$ cat config.mk
export PLATFORM = sky130hd
export DESIGN_NAME = shift_reg_seq
export DESIGN_NICKNAME = d
export VERILOG_FILES = /design/src/rtl/shift_pkg.sv /design/src/rtl/shift_step_core.sv /design/src/rtl/shift_reg_seq.sv
export SDC_FILE = /design/constraint.sdc
export NUM_CORES = 1
export LEC_CHECK = 0
export ABC_AREA = 1
export CAP_MARGIN = 20
export CORE_MARGIN = 8
export CORE_UTILIZATION = 49
export CTS_CLUSTER_SIZE = 12
export DETAILED_ROUTE_END_ITERATION = 10
export PLACE_DENSITY = 0.91
export SLEW_MARGIN = 40
export SYNTH_ARGS = -nofsm -noshare
export SYNTH_HDL_FRONTEND = slang
export SYNTH_SLANG_ARGS = --single-unit
$ cat constraint.sdc
create_clock -name Clk -period 1.6 [get_ports Clk]
set_input_delay 0.32 -clock Clk [delete_from_list [all_inputs] [get_ports Clk]]
set_output_delay 0.32 -clock Clk [all_outputs]
set_load 0.02 [all_outputs]
$ cat src/rtl/shift_pkg.sv
// Shared definitions for the shift_reg_seq register slice:
// mode encodings, sequencer state encodings and a mode-class helper.
package shift_pkg;

    localparam logic [2:0] MODE_HOLD = 3'b000;
    localparam logic [2:0] MODE_LOAD = 3'b001;
    localparam logic [2:0] MODE_SHL  = 3'b010;
    localparam logic [2:0] MODE_SHR  = 3'b011;
    localparam logic [2:0] MODE_ROL  = 3'b100;
    localparam logic [2:0] MODE_ROR  = 3'b101;
    localparam logic [2:0] MODE_ASR  = 3'b110;
    localparam logic [2:0] MODE_CLR  = 3'b111;

    typedef enum logic {
        ST_IDLE = 1'b0,
        ST_RUN  = 1'b1
    } state_t;

    // True for the modes that move bits and produce an out bit.
    function automatic logic is_shift(input logic [2:0] mode);
        return (mode >= MODE_SHL) && (mode <= MODE_ASR);
    endfunction

endpackage

$ cat src/rtl/shift_step_core.sv
// Combinational single step: next register value and out bit for a mode.
// Ports: mode, q (current), d (load data), ser_in -> q_next, out_bit.
module shift_step_core
    import shift_pkg::*;
#(
    parameter int WIDTH = 8
) (
    input  logic [2:0]       mode,
    input  logic [WIDTH-1:0] q,
    input  logic [WIDTH-1:0] d,
    input  logic             ser_in,
    output logic [WIDTH-1:0] q_next,
    output logic             out_bit
);

    always_comb begin
        q_next  = q;
        out_bit = 1'b0;
        unique case (mode)
            MODE_HOLD: q_next = q;
            MODE_LOAD: q_next = d;
            MODE_SHL: begin
                q_next  = {q[WIDTH-2:0], ser_in};
                out_bit = q[WIDTH-1];
            end
            MODE_SHR: begin
                q_next  = {ser_in, q[WIDTH-1:1]};
                out_bit = q[0];
            end
            MODE_ROL: begin
                q_next  = {q[WIDTH-2:0], q[WIDTH-1]};
                out_bit = q[WIDTH-1];
            end
            MODE_ROR: begin
                q_next  = {q[0], q[WIDTH-1:1]};
                out_bit = q[0];
            end
            MODE_ASR: begin
                q_next  = {q[WIDTH-1], q[WIDTH-1:1]};
                out_bit = q[0];
            end
            MODE_CLR: q_next = '0;
        endcase
    end

endmodule

$ cat src/rtl/shift_reg_seq.sv
// Universal shift register with a multi-step shift sequencer.
// Ports: Clk, Resetn, En, Mode, D, SerIn, Start, Amount -> Q, SerOut, Busy, Done.
module shift_reg_seq
    import shift_pkg::*;
#(
    parameter int WIDTH = 8,
    parameter int CNT_W = $clog2(WIDTH + 1)
) (
    input  logic             Clk,
    input  logic             Resetn,
    input  logic             En,
    input  logic [2:0]       Mode,
    input  logic [WIDTH-1:0] D,
    input  logic             SerIn,
    input  logic             Start,
    input  logic [CNT_W-1:0] Amount,
    output logic [WIDTH-1:0] Q,
    output logic             SerOut,
    output logic             Busy,
    output logic             Done
);

    state_t           state_q, state_d;
    logic [CNT_W-1:0] cnt_q, cnt_d;
    logic [2:0]       mode_q, mode_d;
    logic [WIDTH-1:0] q_q, q_d;
    logic             ser_q, ser_d;
    logic             busy_q, busy_d;
    logic             done_q, done_d;

    logic [2:0]       op_mode;
    logic [WIDTH-1:0] step_q;
    logic             step_out;

    // One step core serves both the direct path and the sequencer.
    assign op_mode = (state_q == ST_RUN) ? mode_q : Mode;

    shift_step_core #(
        .WIDTH (WIDTH)
    ) u_core (
        .mode    (op_mode),
        .q       (q_q),
        .d       (D),
        .ser_in  (SerIn),
        .q_next  (step_q),
        .out_bit (step_out)
    );

    always_comb begin
        state_d = state_q;
        cnt_d   = cnt_q;
        mode_d  = mode_q;
        q_d     = q_q;
        ser_d   = ser_q;
        busy_d  = 1'b0;
        done_d  = 1'b0;
        unique case (state_q)
            ST_IDLE: begin
                if (Start && is_shift(Mode)) begin
                    mode_d = Mode;
                    if (Amount == '0) begin
                        done_d = 1'b1;
                    end else begin
                        cnt_d   = Amount;
                        state_d = ST_RUN;
                        busy_d  = 1'b1;
                    end
                end else if (Start || En) begin
                    // Non-shift Start degrades to a plain direct op.
                    q_d = step_q;
                    if (is_shift(Mode)) ser_d = step_out;
                end
            end
            ST_RUN: begin
                q_d   = step_q;
                ser_d = step_out;
                cnt_d = cnt_q - CNT_W'(1);
                if (cnt_q == CNT_W'(1)) begin
                    state_d = ST_IDLE;
                    done_d  = 1'b1;
                end else begin
                    busy_d = 1'b1;
                end
            end
        endcase
    end

    always_ff @(posedge Clk or negedge Resetn) begin
        if (!Resetn) begin
            state_q <= ST_IDLE;
            cnt_q   <= '0;
            mode_q  <= MODE_HOLD;
            q_q     <= '0;
            ser_q   <= 1'b0;
            busy_q  <= 1'b0;
            done_q  <= 1'b0;
        end else begin
            state_q <= state_d;
            cnt_q   <= cnt_d;
            mode_q  <= mode_d;
            q_q     <= q_d;
            ser_q   <= ser_d;
            busy_q  <= busy_d;
            done_q  <= done_d;
        end
    end

    assign Q      = q_q;
    assign SerOut = ser_q;
    assign Busy   = busy_q;
    assign Done   = done_q;

endmodule
==> summary.md <==
| Metric | Value |
|---|---|
| Final period util | 93.4% |
| Critical path's largest stage delay | 0.46 ns |
| Initial antenna violation count | 0 |
| Chip Width | 66.4 um |
| Number of DRC markers in iteration 0 | 66 |
| Clock Path Buffers | 2 |
| Setup WS post-layout | about 0.11 ns |
| Avg Inst Size Synth | 6.77 um2 |
| Synth cell types | 18 |
| Ys flop type | dfrtp_1 |
| Setup crit end kind | register |
| Placed Area | about 1600 um2 |
| Worst hold path class | in2async |
| Routed wire length | 3120 um |
| Buf+Inv Stages, Crit Path | 1 |
| EDFF count, synth | 0 |
| Final HPWL DP | 2420 um |
| DRT antenna net count | 0 |
| Power Dens Cells | ~2000 nW/um2 |
| Yosys warns | 0 |
| Setup crit start kind | register |
| Worst Path Max Fanout | 8 |
| Via count | 1276 |
| Cells along the critical path | buf_4, nand2_2, nand2_4, nand3_1, nand3_2, nand2_1, nand2_1, nand2_1, o21ai_2 |
| Setup violators final | 0 |
| Final Max Slew Viols | 0 |
| Routed len/inst | 12.2 um |
| All-layer global routing usage | between 10% and 20% |
| Largest delay share family, worst path | simple AND/OR/NAND/NOR gates |
| Leak pwr | ~0.9 nW |
| Vias per std cell | 5.00 |
| Postcts setup bufs | 0 |
| Sequential-to-total area share from yosys stat | 36.2% |
| Most frequent cells in the layout | 70 x nand2_1, 27 x nor2_1, 19 x clkdlybuf4s50_1, 17 x dfrtp_1, 15 x inv_1 |
| Pre-CTS WS | -0.215 ns |
| Worst-path clk slew | roughly 0.11 ns |
| Hold Violations, Final | 0 |
| Async SR Flop Fraction | 100% |
| Min cycle time layout | about 1.5 ns |
| Die area | between 4000 and 5000 um2 |
| Crit path from | Busy |
| Reg2reg start | Busy |
| Final instance area | about 1700 um2 |
| Syn nets | 206 |
| Final net count | 248 |
| Slew @ Worst Pin | roughly 0.43 ns |
| DRT Pass-1 Iters | 5 |
| Critical path required time | between 1.5 and 2 ns |
| Post-Route Skew | approximately 0.0070 ns |
| Inserted Diodes | 0 |
| Placeable core area | around 2400 um2 |
| Worst reg2reg path depth | 9 |
| CTS Sinks | 18 |
| Fin Setup TNS | 0 ns |
| Comb pwr share | 64.4% |
| Commonest non-fill, non-tap cell in the layout | nand2_1 |
| CTS Root Cell | clkbuf_4 |
| Pint | 0.00163 W |
| Post-Syn Area | about 1200 um2 |
| Insertion delay to the later sink of the worst-skew pair | ~0.31 ns |
| Global route total overflow | 0 |
| DR DRC count | 0 |
| CP Depth | 9 |
| WS Path Type | reg2reg |
| Sw Ratio | 50.0% |
| Hold buffers post-CTS | 0 |
| Maximum Capacitance Violations | 0 |
| CTS tree | done |
| CTS H-tree depth | 1 |
| I/O Buffers | 30 |
| Total power | 0.00326 W |
| Switching power | 0.00163 W |
| First-pass GRT wire length | between 4000 and 5000 um |
| # rows | 18 |
| Relative slew margins | 71.3% |
| CP arrival | ~1.7 ns |
| Routability Congestion | 0.811 |
| Die Y | around 66 um |
| Fmax achieved | approximately 670 MHz |
| Share of cells above drive strength 1 | ~14% |
| Mapped Cells | 184 |
| Slowest stage cell, crit path | dfrtp_2 |
| R2R Setup Slk | 0.11 ns |
| CTS buffer count | 3 |
| Largest net degree at the start of global routing | 19 |
| Area Growth Syn to Fin | 33.3% |
| Crit path top cell by count | nand2_1 |
| I/O Pins | 31 |
| Worst reg2reg path endpoint | SerOut |
| Post-layout util | 68.2% |
| Clock power share | 9.1% |
| Filler cell count | roughly 210 |
| Starting Density | 51.2% |
| Sequential power share | roughly a quarter |
| VDD IR max | 0.00131 V |
| Vias in the first global route | ~1200 |
| Seq cells post-synth | 18 |
| Status | completed |
-- cell type report --
cell class                      instances  area [um2]  area share [%]
Inverter                               17        70.1            4.22
Multi-Input combinational cell        146         702            42.3
Tap cell                               30        37.5            2.26
Sequential cell                        18         452            27.2
Timing Repair Buffer                   40         362            21.8
Clock buffer                            4        36.3            2.19
-- kinds of logic after synthesis --
family	Yosys count	synth area share [%]
simple gates	124	45.3
compound gates	20	8.64
buf+inv	20	7.84
flops	18	36.2
fa+ha+maj	2	2.01
-- registers in the layout (all words and copies together), names as in the netlist --
name and count:
mode_q 3, Done 1, SerOut 1, Q 8, Busy 1, cnt_q 4
-- synth_stat cells (3+ instances only) --
| cell | n | area (um2) |
|---|---|---|
| nand2_4 | 5 | 56.3 |
| nor2_1 | 27 | 101 |
| nand3_1 | 12 | 60.1 |
| a21oi_1 | 10 | 50.1 |
| inv_1 | 16 | 60.1 |
| dfrtp_1 | 18 | 450 |
| buf_6 | 3 | 33.8 |
| nand2_2 | 4 | 25.0 |
| nand2_1 | 70 | 263 |
| o21ai_0 | 7 | 35.0 |
-- worst reg2reg max path, delay by kind of cell, from the launching register on --
kind / cells / cell delay (ns)
compound gates: 1 / 0.05
flops: 1 / 0.46
buf+inv: 1 / 0.18
simple gates: 7 / 0.70
-- routing by layer --
layer	global-route usage, %	wire (um)	vias to the layer above
li1	-	-	657
met1	15.9	1260	576
met2	24.7	1610	35
met3	3.56	164	8
met4	6.67	87	0
met5	0	0	-
-- worst max path at each step --
stage / end / slack, ns
after global placement: Q[6] / -0.17
after global routing: Q[0] / -0.02
after CTS: Q[0] / 0.08
after detailed placement: Q[6] / -0.22
final: SerOut / 0.11
after floorplan: Q[4] / 0.16
-- metrics by stage --
| step | hold slack, ns | cells |
|---|---|---|
| after detailed placement | 0.481 | 251 |
| after CTS | 0.321 | 255 |
| after global placement | 0.477 | 251 |
| final | 0.321 | 255 |
| after global routing | 0.331 | 255 |
| after floorplan | 0.0244 | 184 |
-- what timing repair did --
item / CTS / global route
endpoints found under the setup margin: 11 / 5
cloned: 0 / 0
gates resized for setup: 11 / 4
-- power by group through the flow --
stage	sequential, W	clock [W]	combinational (W)
floorplan	0.000968	0	0.00140
global placement	0.000859	0	0.00208
detailed placement	0.000869	0	0.00215
CTS	0.000855	0.000307	0.00207
global route	0.000890	0.000329	0.00235
finish	0.000862	0.000298	0.00210
(Power assumes the default switching activity.)
